==> config.mk <==
export PLATFORM = sky130hd
export DESIGN_NAME = mem_arbiter_flat
export DESIGN_NICKNAME = d
export VERILOG_FILES = /design/src/rtl/mem_pkg.sv /design/src/rtl/mem_arbiter_if.sv /design/src/rtl/mem_arb_pick.sv /design/src/rtl/mem_arbiter.sv /design/src/flat_wrapper.sv
export SDC_FILE = /design/constraint.sdc
export NUM_CORES = 1
export LEC_CHECK = 0
export CAP_MARGIN = 20
export CELL_PAD_IN_SITES_DETAIL_PLACEMENT = 1
export CELL_PAD_IN_SITES_GLOBAL_PLACEMENT = 2
export CORE_MARGIN = 4
export CORE_UTILIZATION = 21
export CTS_CLUSTER_DIAMETER = 50
export DETAILED_ROUTE_END_ITERATION = 12
export PLACE_DENSITY = 0.83
export SYNTH_ARGS = -nofsm -noshare
export SYNTH_HDL_FRONTEND = slang
export SYNTH_SLANG_ARGS = --single-unit
==> constraint.sdc <==
create_clock -name clk -period 2.2 [get_ports clk]
set_input_delay 0.44 -clock clk [delete_from_list [all_inputs] [get_ports clk]]
set_output_delay 0.44 -clock clk [all_outputs]
set_load 0.03 [all_outputs]
==> src/rtl/mem_pkg.sv <==
// rtl/mem_pkg.sv - shared types for the instruction/data memory arbiter
// Purpose: FSM state encoding and transaction owner enum used by mem_arbiter
//          and mem_arb_pick.
// Ports:   none (package).
package mem_pkg;

   typedef enum logic [1:0] {
      ST_IDLE = 2'd0,
      ST_REQ  = 2'd1,
      ST_WAIT = 2'd2,
      ST_HOLD = 2'd3
   } state_t;

   typedef enum logic {
      OWN_IF = 1'b0,
      OWN_D  = 1'b1
   } owner_t;

endpackage

==> src/rtl/mem_arbiter_if.sv <==
// rtl/mem_arbiter_if.sv - fetch/data/memory bus bundle for mem_arbiter
// Purpose: groups the fetch port, data port and memory port handshakes.
// Ports:   parameter W (address/data width).
//          modport slave  : arbiter side (accepts fetch/data, drives memory).
//          modport master : environment side (requesters and memory).
interface mem_arbiter_if #(
   parameter int W = 32
);
   import mem_pkg::*;

   // fetch port
   logic         if_req_valid;
   logic         if_req_ready;
   logic [W-1:0] if_req_addr;
   logic         if_resp_valid;
   logic         if_resp_ready;
   logic [W-1:0] if_resp_data;
   logic         if_flush;

   // data port
   logic         d_req_valid;
   logic         d_req_ready;
   logic [W-1:0] d_req_addr;
   logic [W-1:0] d_req_wdata;
   logic         d_req_wen;
   logic         d_resp_valid;
   logic         d_resp_ready;
   logic [W-1:0] d_resp_data;

   // memory port
   logic         m_req_valid;
   logic         m_req_ready;
   logic [W-1:0] m_req_addr;
   logic [W-1:0] m_req_wdata;
   logic         m_req_wen;
   logic         m_resp_valid;
   logic [W-1:0] m_resp_data;

   modport slave (
      input  if_req_valid, if_req_addr, if_resp_ready, if_flush,
      output if_req_ready, if_resp_valid, if_resp_data,
      input  d_req_valid, d_req_addr, d_req_wdata, d_req_wen, d_resp_ready,
      output d_req_ready, d_resp_valid, d_resp_data,
      output m_req_valid, m_req_addr, m_req_wdata, m_req_wen,
      input  m_req_ready, m_resp_valid, m_resp_data
   );

   modport master (
      output if_req_valid, if_req_addr, if_resp_ready, if_flush,
      input  if_req_ready, if_resp_valid, if_resp_data,
      output d_req_valid, d_req_addr, d_req_wdata, d_req_wen, d_resp_ready,
      input  d_req_ready, d_resp_valid, d_resp_data,
      input  m_req_valid, m_req_addr, m_req_wdata, m_req_wen,
      output m_req_ready, m_resp_valid, m_resp_data
   );

endinterface

==> src/rtl/mem_arb_pick.sv <==
// rtl/mem_arb_pick.sv - grant decision between fetch and data requesters
// Purpose: combinational grant while pick_en is high.
//          Default: data priority; a waiting fetch is forced through once
//          STARVE_MAX consecutive data grants were made while it waited.
//          MEM_ARB_RR_EN defined: strict round-robin, last granted loses ties,
//          no starve counter.
// Ports:   clk, rst (sync, active-high), pick_en (arbiter is in IDLE),
//          if_valid, if_flush, d_valid -> grant_if, grant_d (one-hot or zero).
module mem_arb_pick
   import mem_pkg::*;
#(
   parameter int STARVE_MAX = 8
)(
   input  logic clk,
   input  logic rst,
   input  logic pick_en,
   input  logic if_valid,
   input  logic if_flush,
   input  logic d_valid,
   output logic grant_if,
   output logic grant_d
);

   // a flush in the pick cycle blocks the fetch only
   logic if_elig;
   assign if_elig = if_valid & ~if_flush;

`ifdef MEM_ARB_RR_EN
   owner_t last_q, last_d;

   always_comb begin
      grant_d  = pick_en & d_valid & (~if_elig | (last_q == OWN_IF));
      grant_if = pick_en & if_elig & ~grant_d;
      last_d   = last_q;
      if (grant_d)
         last_d = OWN_D;
      else if (grant_if)
         last_d = OWN_IF;
   end

   always_ff @(posedge clk) begin
      if (rst)
         last_q <= OWN_IF;
      else
         last_q <= last_d;
   end
`else
   localparam int            CW   = $clog2(STARVE_MAX + 1);
   localparam logic [CW-1:0] SMAX = CW'(STARVE_MAX);

   logic [CW-1:0] starve_q, starve_d;

   always_comb begin
      grant_d  = pick_en & d_valid & ~((starve_q == SMAX) & if_elig);
      grant_if = pick_en & if_elig & ~grant_d;
      starve_d = starve_q;
      if (grant_if)
         starve_d = '0;
      // counts data grants that overtook a waiting fetch, saturating
      else if (grant_d && if_valid && (starve_q != SMAX))
         starve_d = starve_q + 1'b1;
   end

   always_ff @(posedge clk) begin
      if (rst)
         starve_q <= '0;
      else
         starve_q <= starve_d;
   end
`endif

endmodule

==> src/rtl/mem_arbiter.sv <==
// rtl/mem_arbiter.sv - single-outstanding arbiter of fetch and data onto one memory port
// Purpose: IDLE picks a requester (mem_arb_pick), REQ presents the latched
//          request to memory, WAIT captures the response, HOLD presents it to
//          the owner. A fetch flushed in REQ/WAIT completes to memory and its
//          response is discarded; a flush in HOLD drops the fetch response.
//          Optional macro MEM_ARB_RR_EN selects round-robin arbitration.
// Ports:   clk, rst (sync, active-high), bus (mem_arbiter_if.slave).
// Params:  STARVE_MAX (data grants before a waiting fetch is forced), W (width).
module mem_arbiter
   import mem_pkg::*;
#(
   parameter int STARVE_MAX = 8,
   parameter int W          = 32
)(
   input  logic            clk,
   input  logic            rst,
   mem_arbiter_if.slave    bus
);

   state_t       state_q, state_d;
   owner_t       owner_q, owner_d;
   logic [W-1:0] addr_q, addr_d;
   logic [W-1:0] wdata_q, wdata_d;
   logic [W-1:0] rdata_q, rdata_d;
   logic         wen_q, wen_d;
   logic         stale_q, stale_d;
   logic         m_req_valid_q, m_req_valid_d;
   logic         if_resp_valid_q, if_resp_valid_d;
   logic         d_resp_valid_q, d_resp_valid_d;

   logic pick_en, grant_if, grant_d, if_owner, flush_own;

   // readies are held low during reset even though state is IDLE
   assign pick_en   = (state_q == ST_IDLE) & ~rst;
   assign if_owner  = (owner_q == OWN_IF);
   assign flush_own = if_owner & bus.if_flush;

   mem_arb_pick #(
      .STARVE_MAX (STARVE_MAX)
   ) u_pick (
      .clk      (clk),
      .rst      (rst),
      .pick_en  (pick_en),
      .if_valid (bus.if_req_valid),
      .if_flush (bus.if_flush),
      .d_valid  (bus.d_req_valid),
      .grant_if (grant_if),
      .grant_d  (grant_d)
   );

   always_comb begin
      state_d         = state_q;
      owner_d         = owner_q;
      addr_d          = addr_q;
      wdata_d         = wdata_q;
      rdata_d         = rdata_q;
      wen_d           = wen_q;
      stale_d         = stale_q;
      m_req_valid_d   = m_req_valid_q;
      if_resp_valid_d = if_resp_valid_q;
      d_resp_valid_d  = d_resp_valid_q;

      case (state_q)
         ST_IDLE: begin
            if (grant_d) begin
               owner_d       = OWN_D;
               addr_d        = bus.d_req_addr;
               wdata_d       = bus.d_req_wdata;
               wen_d         = bus.d_req_wen;
               stale_d       = 1'b0;
               m_req_valid_d = 1'b1;
               state_d       = ST_REQ;
            end else if (grant_if) begin
               owner_d       = OWN_IF;
               addr_d        = bus.if_req_addr;
               wdata_d       = '0;
               wen_d         = 1'b0;
               stale_d       = 1'b0;
               m_req_valid_d = 1'b1;
               state_d       = ST_REQ;
            end
         end
         ST_REQ: begin
            // request is never withdrawn; a flush only marks it stale
            if (flush_own)
               stale_d = 1'b1;
            if (bus.m_req_ready) begin
               m_req_valid_d = 1'b0;
               state_d       = ST_WAIT;
            end
         end
         ST_WAIT: begin
            if (flush_own)
               stale_d = 1'b1;
            if (bus.m_resp_valid) begin
               if (stale_q || flush_own) begin
                  stale_d = 1'b0;
                  state_d = ST_IDLE;
               end else begin
                  rdata_d = wen_q ? '0 : bus.m_resp_data;
                  state_d = ST_HOLD;
                  if (if_owner)
                     if_resp_valid_d = 1'b1;
                  else
                     d_resp_valid_d = 1'b1;
               end
            end
         end
         ST_HOLD: begin
            if (if_owner) begin
               if (bus.if_flush || bus.if_resp_ready) begin
                  if_resp_valid_d = 1'b0;
                  state_d         = ST_IDLE;
               end
            end else if (bus.d_resp_ready) begin
               d_resp_valid_d = 1'b0;
               state_d        = ST_IDLE;
            end
         end
         default: state_d = ST_IDLE;
      endcase
   end

   always_ff @(posedge clk) begin
      if (rst) begin
         state_q         <= ST_IDLE;
         owner_q         <= OWN_IF;
         addr_q          <= '0;
         wdata_q         <= '0;
         rdata_q         <= '0;
         wen_q           <= 1'b0;
         stale_q         <= 1'b0;
         m_req_valid_q   <= 1'b0;
         if_resp_valid_q <= 1'b0;
         d_resp_valid_q  <= 1'b0;
      end else begin
         state_q         <= state_d;
         owner_q         <= owner_d;
         addr_q          <= addr_d;
         wdata_q         <= wdata_d;
         rdata_q         <= rdata_d;
         wen_q           <= wen_d;
         stale_q         <= stale_d;
         m_req_valid_q   <= m_req_valid_d;
         if_resp_valid_q <= if_resp_valid_d;
         d_resp_valid_q  <= d_resp_valid_d;
      end
   end

   assign bus.if_req_ready  = grant_if;
   assign bus.d_req_ready   = grant_d;
   assign bus.m_req_valid   = m_req_valid_q;
   assign bus.m_req_addr    = addr_q;
   assign bus.m_req_wdata   = wdata_q;
   assign bus.m_req_wen     = wen_q;
   // a flush in HOLD drops the fetch response in the same cycle
   assign bus.if_resp_valid = if_resp_valid_q & ~bus.if_flush;
   assign bus.if_resp_data  = rdata_q;
   assign bus.d_resp_valid  = d_resp_valid_q;
   assign bus.d_resp_data   = rdata_q;

endmodule

==> src/flat_wrapper.sv <==
// flat-port wrapper written by rule: the top's interface ports become plain ports
module mem_arbiter_flat import mem_pkg::*;
#(
   parameter int STARVE_MAX = 8,
   parameter int W          = 32
)
  (clk, rst, bus_if_req_valid, bus_if_req_addr, bus_if_resp_ready, bus_if_flush, bus_if_req_ready, bus_if_resp_valid, bus_if_resp_data, bus_d_req_valid, bus_d_req_addr, bus_d_req_wdata, bus_d_req_wen, bus_d_resp_ready, bus_d_req_ready, bus_d_resp_valid, bus_d_resp_data, bus_m_req_valid, bus_m_req_addr, bus_m_req_wdata, bus_m_req_wen, bus_m_req_ready, bus_m_resp_valid, bus_m_resp_data);
  mem_arbiter_if #(.W(W)) bus_i ();
  input  logic clk;
  input  logic rst;
  input wire logic [$bits(bus_i.if_req_valid)-1:0] bus_if_req_valid;
  input wire logic [$bits(bus_i.if_req_addr)-1:0] bus_if_req_addr;
  input wire logic [$bits(bus_i.if_resp_ready)-1:0] bus_if_resp_ready;
  input wire logic [$bits(bus_i.if_flush)-1:0] bus_if_flush;
  output wire logic [$bits(bus_i.if_req_ready)-1:0] bus_if_req_ready;
  output wire logic [$bits(bus_i.if_resp_valid)-1:0] bus_if_resp_valid;
  output wire logic [$bits(bus_i.if_resp_data)-1:0] bus_if_resp_data;
  input wire logic [$bits(bus_i.d_req_valid)-1:0] bus_d_req_valid;
  input wire logic [$bits(bus_i.d_req_addr)-1:0] bus_d_req_addr;
  input wire logic [$bits(bus_i.d_req_wdata)-1:0] bus_d_req_wdata;
  input wire logic [$bits(bus_i.d_req_wen)-1:0] bus_d_req_wen;
  input wire logic [$bits(bus_i.d_resp_ready)-1:0] bus_d_resp_ready;
  output wire logic [$bits(bus_i.d_req_ready)-1:0] bus_d_req_ready;
  output wire logic [$bits(bus_i.d_resp_valid)-1:0] bus_d_resp_valid;
  output wire logic [$bits(bus_i.d_resp_data)-1:0] bus_d_resp_data;
  output wire logic [$bits(bus_i.m_req_valid)-1:0] bus_m_req_valid;
  output wire logic [$bits(bus_i.m_req_addr)-1:0] bus_m_req_addr;
  output wire logic [$bits(bus_i.m_req_wdata)-1:0] bus_m_req_wdata;
  output wire logic [$bits(bus_i.m_req_wen)-1:0] bus_m_req_wen;
  input wire logic [$bits(bus_i.m_req_ready)-1:0] bus_m_req_ready;
  input wire logic [$bits(bus_i.m_resp_valid)-1:0] bus_m_resp_valid;
  input wire logic [$bits(bus_i.m_resp_data)-1:0] bus_m_resp_data;
  assign bus_i.if_req_valid = bus_if_req_valid;
  assign bus_i.if_req_addr = bus_if_req_addr;
  assign bus_i.if_resp_ready = bus_if_resp_ready;
  assign bus_i.if_flush = bus_if_flush;
  assign bus_if_req_ready = bus_i.if_req_ready;
  assign bus_if_resp_valid = bus_i.if_resp_valid;
  assign bus_if_resp_data = bus_i.if_resp_data;
  assign bus_i.d_req_valid = bus_d_req_valid;
  assign bus_i.d_req_addr = bus_d_req_addr;
  assign bus_i.d_req_wdata = bus_d_req_wdata;
  assign bus_i.d_req_wen = bus_d_req_wen;
  assign bus_i.d_resp_ready = bus_d_resp_ready;
  assign bus_d_req_ready = bus_i.d_req_ready;
  assign bus_d_resp_valid = bus_i.d_resp_valid;
  assign bus_d_resp_data = bus_i.d_resp_data;
  assign bus_m_req_valid = bus_i.m_req_valid;
  assign bus_m_req_addr = bus_i.m_req_addr;
  assign bus_m_req_wdata = bus_i.m_req_wdata;
  assign bus_m_req_wen = bus_i.m_req_wen;
  assign bus_i.m_req_ready = bus_m_req_ready;
  assign bus_i.m_resp_valid = bus_m_resp_valid;
  assign bus_i.m_resp_data = bus_m_resp_data;
  mem_arbiter #(.STARVE_MAX(STARVE_MAX), .W(W)) u_core (.clk(clk), .rst(rst), .bus(bus_i));
endmodule
==> impl_summary.log, run 1 <==
[metrics] status: complete, no violations
[metrics] share of the synthesized area in compound gates (AO/OA/AOI/OAI): 17.90%
[metrics] nets in the synthesized netlist: 664
[metrics] global route overflow: 0
[metrics] antenna violations before repair: 0
[metrics] worst supply voltage drop on vdd: 0.4414 mV
[metrics] number of global-route vias before repair: 4,714
[metrics] antenna fix cells: 0
[metrics] data arrival time of the critical path: 1.71 ns
[metrics] Critical Path Source Type: flop
[metrics] share of the synthesized area in the top cell type: 45.16%
[metrics] Worst Hold Depth: 2
[metrics] internal reg-to-reg setup slack: 0.34 ns
[metrics] worst hold path endpoint: u_core.bus.d_resp_data[3]
[metrics] Total Wirelength: 16,810 µm
[metrics] H-tree depth reported by CTS: 3
[metrics] Post-Synthesis Cell Area: 4787 µm²
[metrics] total number of nets in the final design: 899
[metrics] DRT iter0 DRCs: 145
[metrics] area of all placed cells without fillers: 8014 µm²
[metrics] Initial DRT Pass Iterations: 5
[metrics] final hold violation count: 0
[metrics] synthesized instance count: 518
[metrics] total number of vias: 4,570
[metrics] full die area: 25,270 µm²
[metrics] Yosys top cell by area: sky130_fd_sc_hd__dfxtp_1
[metrics] clock period minus worst slack: 2.151 ns
[metrics] simple-gate share of the synthesized area: 17.49%
[metrics] number of port buffers: 271
[metrics] setup repair after global routing missed its margin: true
[metrics] Total GRT Usage: 12.91%
[metrics] final number of max-transition violations: 0
[metrics] drc violations: 0
[metrics] reg-to-reg endpoint: u_core.bus.m_req_addr[2]
[metrics] type of the worst min-delay path: reg -> reg
[metrics] clock skew after layout: 0.01256 ns
[metrics] ports placed on the boundary: 272
[metrics] final-layout fill cell count: 2,532
[metrics] sequential fraction of the synthesis area: 45.16%
[metrics] Clock Sink Count: 108
[metrics] Max Cap Viol: 0
[metrics] crit-path max FO: 3
[metrics] die width: 159.0 µm
[metrics] static leakage power: 2.783 nW
[metrics] Final Instance Count excl. Fillers: 1,038
[metrics] type of the setup path with the least slack: reg -> out
[metrics] worst slew pin tran: 0.5698 ns
[metrics] adder and majority gate portion of the synthesized area: 2.091%
[metrics] layout cells sized above 1: 9.499%
[metrics] cell chosen for the clock root: sky130_fd_sc_hd__clkbuf_16
[metrics] clk slew on worst S/H paths: 0.07 ns
[metrics] Placeable Area: 22,090 µm²
[metrics] Starting Density: 21.67%
[metrics] endpoint class of the critical path: output port
[metrics] Hold Path Origin: u_core.bus.d_resp_data[3]
[metrics] Die Height: 159.0 µm
[metrics] number of core rows: 54
[metrics] number of warning messages in the yosys log: 0
[metrics] remaining antenna violation count: 0
[metrics] Routed wire per std cell: 16.20 µm
[metrics] highest clock rate: 464.9 MHz
[metrics] dominant combinational cell family by area after synthesis: compound AO/OA/AOI/OAI gates
[metrics] setup violation total in the final timing report: 0
[metrics] period utilisation layout: 97.77%
[metrics] number of buffers on the longest clock path: 2
[metrics] DP HPWL: 12,230 µm
[metrics] detailed-route vias per instance: 4.403
[metrics] CP Data Required Time: 1.76 ns
[metrics] number of cells after detailed placement: 1,018
[metrics] share of the synthesized netlist area taken by xor and xnor gates: 0.3659%
[metrics] TritonCTS clock tree: yes
[metrics] clock buffer count from CTS: 9
[metrics] most area-consuming cells after synthesis: sky130_fd_sc_hd__dfxtp_1 (45%), sky130_fd_sc_hd__mux2i_1 (7.1%), sky130_fd_sc_hd__nor2_1 (5.7%)
[metrics] worst relative slew slack: 62.01%
[metrics] post-synthesis sequential element count: 108
[metrics] area post-placement: 7650 µm²
[metrics] area delta synth->final: 67.41%
[metrics] Yosys cell types: 40
[metrics] multiplexer share of the synthesized area: 7.109%
[metrics] largest net degree at the start of global routing: 108
[metrics] weighted congestion at the end of routability-driven global placement: 0.7073
[metrics] Reg-to-Reg Start: u_core.u_pick.starve_q[1]
[metrics] depth of the worst register-to-register path: 8
[metrics] clock network latency to the later pin of the worst-skew pair: 0.35 ns
[metrics] global-route wire length before repair: 26,540 µm
[metrics] Syn Area/Cell: 9.241 µm²
[metrics] power per cell area: 788.3 nW/µm²
## through the flow
| stage | setup TNS (ns) | setup WS [ns] | hold slack, ns | util (%) | power (W) |
|---|---|---|---|---|---|
| global placement | -1.539 | -0.06944 | 0.4544 | 34.62 | 0.004709 |
| floorplan | 0 | 0.1375 | 0.4543 | - | 0.003715 |
| CTS | 0 | 0.01433 | 0.4719 | 36.11 | 0.006461 |
| detailed placement | -3.391 | -0.1158 | 0.4605 | 34.62 | 0.004727 |
| global route | -0.02288 | -0.02288 | 0.4924 | 36.27 | 0.006711 |
| finish | 0 | 0.04901 | 0.4709 | 36.27 | 0.006318 |
## state kept, by name, summed over array words and instances (netlist names)
name and count:
u_core.bus.d_resp_data 32, u_core.bus.d_resp_valid 1, u_core.bus.m_req_addr 32, u_core.bus.m_req_valid 1, u_core.bus.m_req_wdata 32, u_core.bus.m_req_wen 1, u_core.if_resp_valid_q 1, u_core.owner_q 1
u_core.stale_q 1, u_core.state_q 2, u_core.u_pick.starve_q 4
## cell usage in the layout (no fill, tap or decap), types with 4 or more instances in the layout
master                              n
sky130_fd_sc_hd__a22oi_1           33
sky130_fd_sc_hd__clkbuf_16          9
sky130_fd_sc_hd__a211oi_1          22
sky130_fd_sc_hd__dfxtp_1          105
sky130_fd_sc_hd__mux2i_1           34
sky130_fd_sc_hd__nand2_1           39
sky130_fd_sc_hd__buf_4             20
sky130_fd_sc_hd__nor2_1            73
sky130_fd_sc_hd__inv_1              5
sky130_fd_sc_hd__nand2b_1           7
sky130_fd_sc_hd__a21oi_1           38
sky130_fd_sc_hd__a211oi_2          12
sky130_fd_sc_hd__nand3b_1          32
sky130_fd_sc_hd__inv_2              4
sky130_fd_sc_hd__buf_12             6
sky130_fd_sc_hd__ha_1               6
sky130_fd_sc_hd__clkdlybuf4s50_1  266
## cell usage after synthesis
| cell type | number |
|---|---|
| sky130_fd_sc_hd__a31oi_1 | 1 |
| sky130_fd_sc_hd__nand2_1 | 39 |
| sky130_fd_sc_hd__or4_1 | 1 |
| sky130_fd_sc_hd__a41o_1 | 1 |
| sky130_fd_sc_hd__mux2i_1 | 34 |
| sky130_fd_sc_hd__and4b_1 | 1 |
| sky130_fd_sc_hd__nand3b_1 | 32 |
| sky130_fd_sc_hd__clkbuf_1 | 22 |
| sky130_fd_sc_hd__buf_4 | 35 |
| sky130_fd_sc_hd__dfxtp_1 | 108 |
| sky130_fd_sc_hd__nor3_1 | 2 |
| sky130_fd_sc_hd__o21bai_1 | 1 |
| sky130_fd_sc_hd__nor2b_1 | 3 |
| sky130_fd_sc_hd__nand2b_1 | 7 |
| sky130_fd_sc_hd__or4b_1 | 1 |
| sky130_fd_sc_hd__nand4_1 | 1 |
| sky130_fd_sc_hd__or3_1 | 2 |
| sky130_fd_sc_hd__ha_1 | 8 |
| sky130_fd_sc_hd__buf_2 | 12 |
| sky130_fd_sc_hd__xnor2_1 | 1 |
| sky130_fd_sc_hd__o21ai_0 | 3 |
| sky130_fd_sc_hd__nor2_1 | 73 |
| sky130_fd_sc_hd__a22oi_1 | 33 |
| sky130_fd_sc_hd__inv_1 | 9 |
| sky130_fd_sc_hd__or3b_2 | 1 |
| sky130_fd_sc_hd__nor4b_4 | 1 |
| sky130_fd_sc_hd__o211ai_1 | 1 |
| sky130_fd_sc_hd__xor2_1 | 1 |
| sky130_fd_sc_hd__a211oi_2 | 12 |
| sky130_fd_sc_hd__nor2b_2 | 1 |
| sky130_fd_sc_hd__nor3b_1 | 1 |
| sky130_fd_sc_hd__o31ai_1 | 1 |
| sky130_fd_sc_hd__a311oi_1 | 1 |
| sky130_fd_sc_hd__a211oi_1 | 22 |
| sky130_fd_sc_hd__a211oi_4 | 1 |
| sky130_fd_sc_hd__and3b_1 | 1 |
| sky130_fd_sc_hd__a21o_1 | 1 |
| sky130_fd_sc_hd__o41ai_1 | 1 |
| sky130_fd_sc_hd__buf_6 | 3 |
| sky130_fd_sc_hd__a21oi_1 | 39 |
## layout make-up
class | count | area (µm²) | area share [%]
tap | 280 | 350.3 | 4.372
timing repair buffer | 296 | 2979 | 37.17
clock buffer | 11 | 242.7 | 3.029
clock inverter | 5 | 42.54 | 0.5308
inverter | 9 | 33.78 | 0.4215
sequential | 108 | 2166 | 27.03
multi-input combinational | 329 | 2200 | 27.45
## logic make-up after synthesis
| logic type | after synthesis |
|---|---|
| simple gates | 167 |
| buf+inv | 81 |
| mux | 34 |
| fa+ha+maj | 8 |
| compound gates | 118 |
| xor+xnor | 2 |
| flops | 108 |
## worst max-delay path: stages, from the launching register on
cell and delay (ns):
sky130_fd_sc_hd__dfxtp_2 0.35, sky130_fd_sc_hd__inv_2 0.04, sky130_fd_sc_hd__ha_4 0.14, sky130_fd_sc_hd__and3b_2 0.21
sky130_fd_sc_hd__a211oi_4 0.24, sky130_fd_sc_hd__buf_6 0.15, sky130_fd_sc_hd__buf_6 0.11, sky130_fd_sc_hd__buf_6 0.12
## what timing repair did
| action | CTS | global route |
|---|---|---|
| resized for setup | 9 | 8 |
| endpoints found under the setup margin | 2 | 2 |
| cloned | 0 | 0 |
| pin swaps | 1 | 1 |
| hold buffers | 0 | 0 |
| setup buffers | 2 | 2 |
## worst max path at each step
stage	start	to	slack, ns
4_1_cts	u_core.u_pick.starve_q[0]	bus_d_req_ready	0.01
6_report	u_core.u_pick.starve_q[1]	bus_d_req_ready	0.05
3_5_place_dp	bus_if_flush	u_core.bus.m_req_addr[10]	-0.12
3_3_place_gp	bus_if_flush	u_core.bus.m_req_addr[10]	-0.07
5_1_grt	u_core.u_pick.starve_q[1]	bus_d_req_ready	-0.02
2_1_floorplan	u_core.state_q[0]	bus_if_req_ready	0.14
## where the power goes
| group | internal [W] | switching, W |
|---|---|---|
| registers | 0.00218 | 0.000140 |
| logic | 0.00110 | 0.00127 |
| clock network | 0.000817 | 0.000803 |
| total | 0.00410 | 0.00222 |
## routing by layer
metal	vias to the layer above	wire [µm]	global-route usage, %
met5	-	0	0
met4	0	180	3.037
met3	10	1558	5.488
met2	197	8028	22.56
met1	2125	7044	14.67
li1	2238	-	-
Note: power is estimated with default switching activity, not from simulation.
==> run 2: changes to the inputs <==
- CTS_CLUSTER_SIZE: default -> 40
- PLACE_DENSITY: 0.83 -> 0.82
==> run 2 against run 1 <==
Non-clock buffer count is 9 higher. Sequential power is essentially flat. Setup slack improved by 0.011 ns. Register-to-register slack got worse by 0.15 ns. Critical endpoint is now bus_if_req_ready.
==> impl_summary.log, run 2 (same netlist as run 1, synthesis figures left out) <==
[metrics] multi-input logic area: 2213 µm² (+0.63%)
[metrics] worst supply voltage drop on vdd: 0.3391 mV (-23%)
[metrics] DP HPWL: 13,100 µm (+7.1%)
[metrics] Max Cap Viol: 0 (unchanged)
[metrics] drc violations: 0 (unchanged)
[metrics] Routed wire per std cell: 16.62 µm (+2.6%)
[metrics] most common cell after layout, fill and taps aside: sky130_fd_sc_hd__clkdlybuf4s50_1
[metrics] area delta synth->final: 70.80%
[metrics] register cell area after layout: 2166 µm² (unchanged)
[metrics] type of the setup path with the least slack: in -> out
[metrics] Critical Path Source Type: primary input
[metrics] final number of max-transition violations: 0 (unchanged)
[metrics] period utilisation layout: 97.26% (-0.51 points)
[metrics] worst relative slew slack: 45.23% (-17 points)
[metrics] clk slew on worst S/H paths: 0.07 ns (about the same)
[metrics] Placeable Area: 22,090 µm² (unchanged)
[metrics] H-tree depth reported by CTS: 3 (unchanged)
[metrics] global-route wire length before repair: 26,940 µm (+1.5%)
[metrics] global route overflow: 0 (unchanged)
[metrics] ordered list of cells on the worst path: clkdlybuf4s50_1 -> nor2b_4 -> a211oi_4 -> buf_12 -> nor3_4 -> buf_12
[metrics] Initial DRT Pass Iterations: 4 (-1)
[metrics] Total GRT Usage: 13.24% (+0.33 points)
[metrics] clock buffer count from CTS: 9 (unchanged)
[metrics] endpoint class of the critical path: output port
[metrics] final hold violation count: 0 (unchanged)
[metrics] weighted congestion at the end of routability-driven global placement: 0.7114 (+0.58%)
[metrics] buffers plus inverters on the worst setup path: 3 (-1)
[metrics] full die area: 25,270 µm² (unchanged)
[metrics] setup repair after global routing missed its margin: true
[metrics] static leakage power: 2.869 nW (+3.1%)
[metrics] Worst Hold Depth: 2 (unchanged)
[metrics] status: complete, no violations
[metrics] clock period minus worst slack: 2.140 ns (-0.01129 ns)
[metrics] worst setup slack after layout: 0.06030 ns (+0.01129 ns)
[metrics] crit-path max FO: 4 (+1)
[metrics] number of buffers on the longest clock path: 2 (unchanged)
[metrics] clock skew after layout: 0.01247 ns (-0.00009140 ns)
[metrics] die width: 159.0 µm (unchanged)
[metrics] Starting Density: 21.67% (unchanged)
[metrics] number of global-route vias before repair: 4,724 (+0.21%)
[metrics] Total Wirelength: 17,420 µm (+3.6%)
[metrics] number of port buffers: 271 (unchanged)
[metrics] total number of nets in the final design: 908 (+1.0%)
[metrics] area post-placement: 7787 µm² (+1.8%)
[metrics] TritonCTS clock tree: yes
[metrics] power per cell area: 796.6 nW/µm² (+1.1%)
[metrics] cell chosen for the clock root: sky130_fd_sc_hd__clkbuf_16
[metrics] type of the worst min-delay path: in -> reg
[metrics] total number of vias: 4,645 (+1.6%)
[metrics] CP top delay family: buffers and inverters
[metrics] depth of the worst register-to-register path: 9 (+1)
[metrics] remaining antenna violation count: 0 (unchanged)
[metrics] setup violation total in the final timing report: 0 (unchanged)
[metrics] final-layout fill cell count: 2,505 (-1.1%)
[metrics] antenna violations before repair: 1 (+1)
[metrics] highest clock rate: 467.4 MHz (+0.53%)
[metrics] clock network latency to the later pin of the worst-skew pair: 0.35 ns (about the same)
[metrics] critical path's slowest cell: sky130_fd_sc_hd__clkdlybuf4s50_1
[metrics] total power: 0.006514 W (+3.1%)
[metrics] largest net degree at the start of global routing: 63 (-42%)
[metrics] Reg-to-Reg Start: u_core.u_pick.starve_q[1]
[metrics] pre-CTS setup slack: -0.08149 ns (+0.03435 ns)
[metrics] CP Data Required Time: 1.76 ns (about the same)
[metrics] launching element of the worst setup path: bus_if_req_valid
[metrics] DRT iter0 DRCs: 146 (+0.69%)
[metrics] worst slew pin tran: 0.8215 ns (+0.2517 ns)
[metrics] CP Depth: 6 (-1)
[metrics] data arrival time of the critical path: 1.70 ns (about the same)
[metrics] area of all placed cells without fillers: 8177 µm² (+2.0%)
[metrics] Clock Sink Count: 108 (unchanged)
[metrics] ports placed on the boundary: 272 (unchanged)
[metrics] Die Height: 159.0 µm (unchanged)
[metrics] detailed-route vias per instance: 4.432 (+0.67%)
[metrics] leading cell types in the layout, fill and taps excluded: sky130_fd_sc_hd__clkdlybuf4s50_1 (266), sky130_fd_sc_hd__dfxtp_1 (105), sky130_fd_sc_hd__nor2_1 (73)
[metrics] cell occurring most often along the worst timing path: sky130_fd_sc_hd__buf_12
[metrics] final core occ: 37.01% (+0.74 points)
[metrics] Hold Path Origin: rst
[metrics] number of hold buffers added after CTS: 0 (unchanged)
[metrics] layout cells sized above 1: 10.56% (+1.1 points)
[metrics] critical path's largest stage delay: 0.52 ns (+0.17 ns)
[metrics] number of core rows: 54 (unchanged)
## run 2: cell types whose count changed in the layout (fill, tap and decap cells not counted), sizes merged
cell      previous run  this run
bufinv               0         1
diode                0         1
inv                 12        11
clkbuf              11        10
clkinv               1         3
clkinvlp             1         0
buf                 29        38
## run 2: where the power goes
part | switching (W) | internal (W)
sequential | 0.000136 | 0.00218
combinational | 0.00131 | 0.00116
clock | 0.000797 | 0.000927
## run 2: stage by stage
step           setup TNS (ns)  instances  hold WS, ns
2_1_floorplan               0        518       0.4543
3_3_place_gp          -0.9831       1028       0.4576
3_5_place_dp           -2.109       1028       0.4663
4_1_cts                     0       1047       0.2895
5_1_grt              -0.03099       1048       0.3130
6_report                    0       1048       0.3098
## run 2: worst paths after layout
| kind | end | slack [ns] |
|---|---|---|
| setup reg to reg | u_core.bus.m_req_addr[23] | 0.19 |
| hold / removal | u_core.bus.m_req_addr[4] | 0.31 |
| hold reg to reg | u_core.bus.d_resp_data[19] | 0.47 |
| setup / recovery | bus_if_req_ready | 0.06 |
## run 2: final cells by class
cell class,count,share of cell area [%]
Antenna cell,1,0.03060
Clock buffer,10,2.923
Clock inverter,6,0.8569
Inverter,9,0.4132
Multi-Input combinational cell,329,27.07
Sequential cell,108,26.49
Tap cell,280,4.285
Timing Repair Buffer,305,37.93
## run 2: timing repair
action                     CTS  global route
gates resized for setup     12             4
hold endpoints to repair     0             0
setup endpoints to repair    2             2
pin swaps                    1             2
setup buffers                3             0
## run 2: worst register-to-register path, cell delays in order (launching register included)
cell	delay (ns)
sky130_fd_sc_hd__dfxtp_2	0.34
sky130_fd_sc_hd__inv_2	0.05
sky130_fd_sc_hd__ha_4	0.15
sky130_fd_sc_hd__and3b_2	0.24
sky130_fd_sc_hd__a211oi_4	0.26
sky130_fd_sc_hd__buf_12	0.15
sky130_fd_sc_hd__buf_4	0.18
sky130_fd_sc_hd__buf_12	0.18
sky130_fd_sc_hd__mux2i_1	0.22
sky130_fd_sc_hd__a211oi_1	0.10
## run 2: routing by layer
layer	wire length [µm]	up-vias	share of wire, %	track usage (%)
li1	-	2256	-	-
met1	7429	2181	43	15.54
met2	8149	189	47	22.27
met3	1418	19	8.1	4.841
met4	419	0	2.4	4.813
met5	0	-	0	0
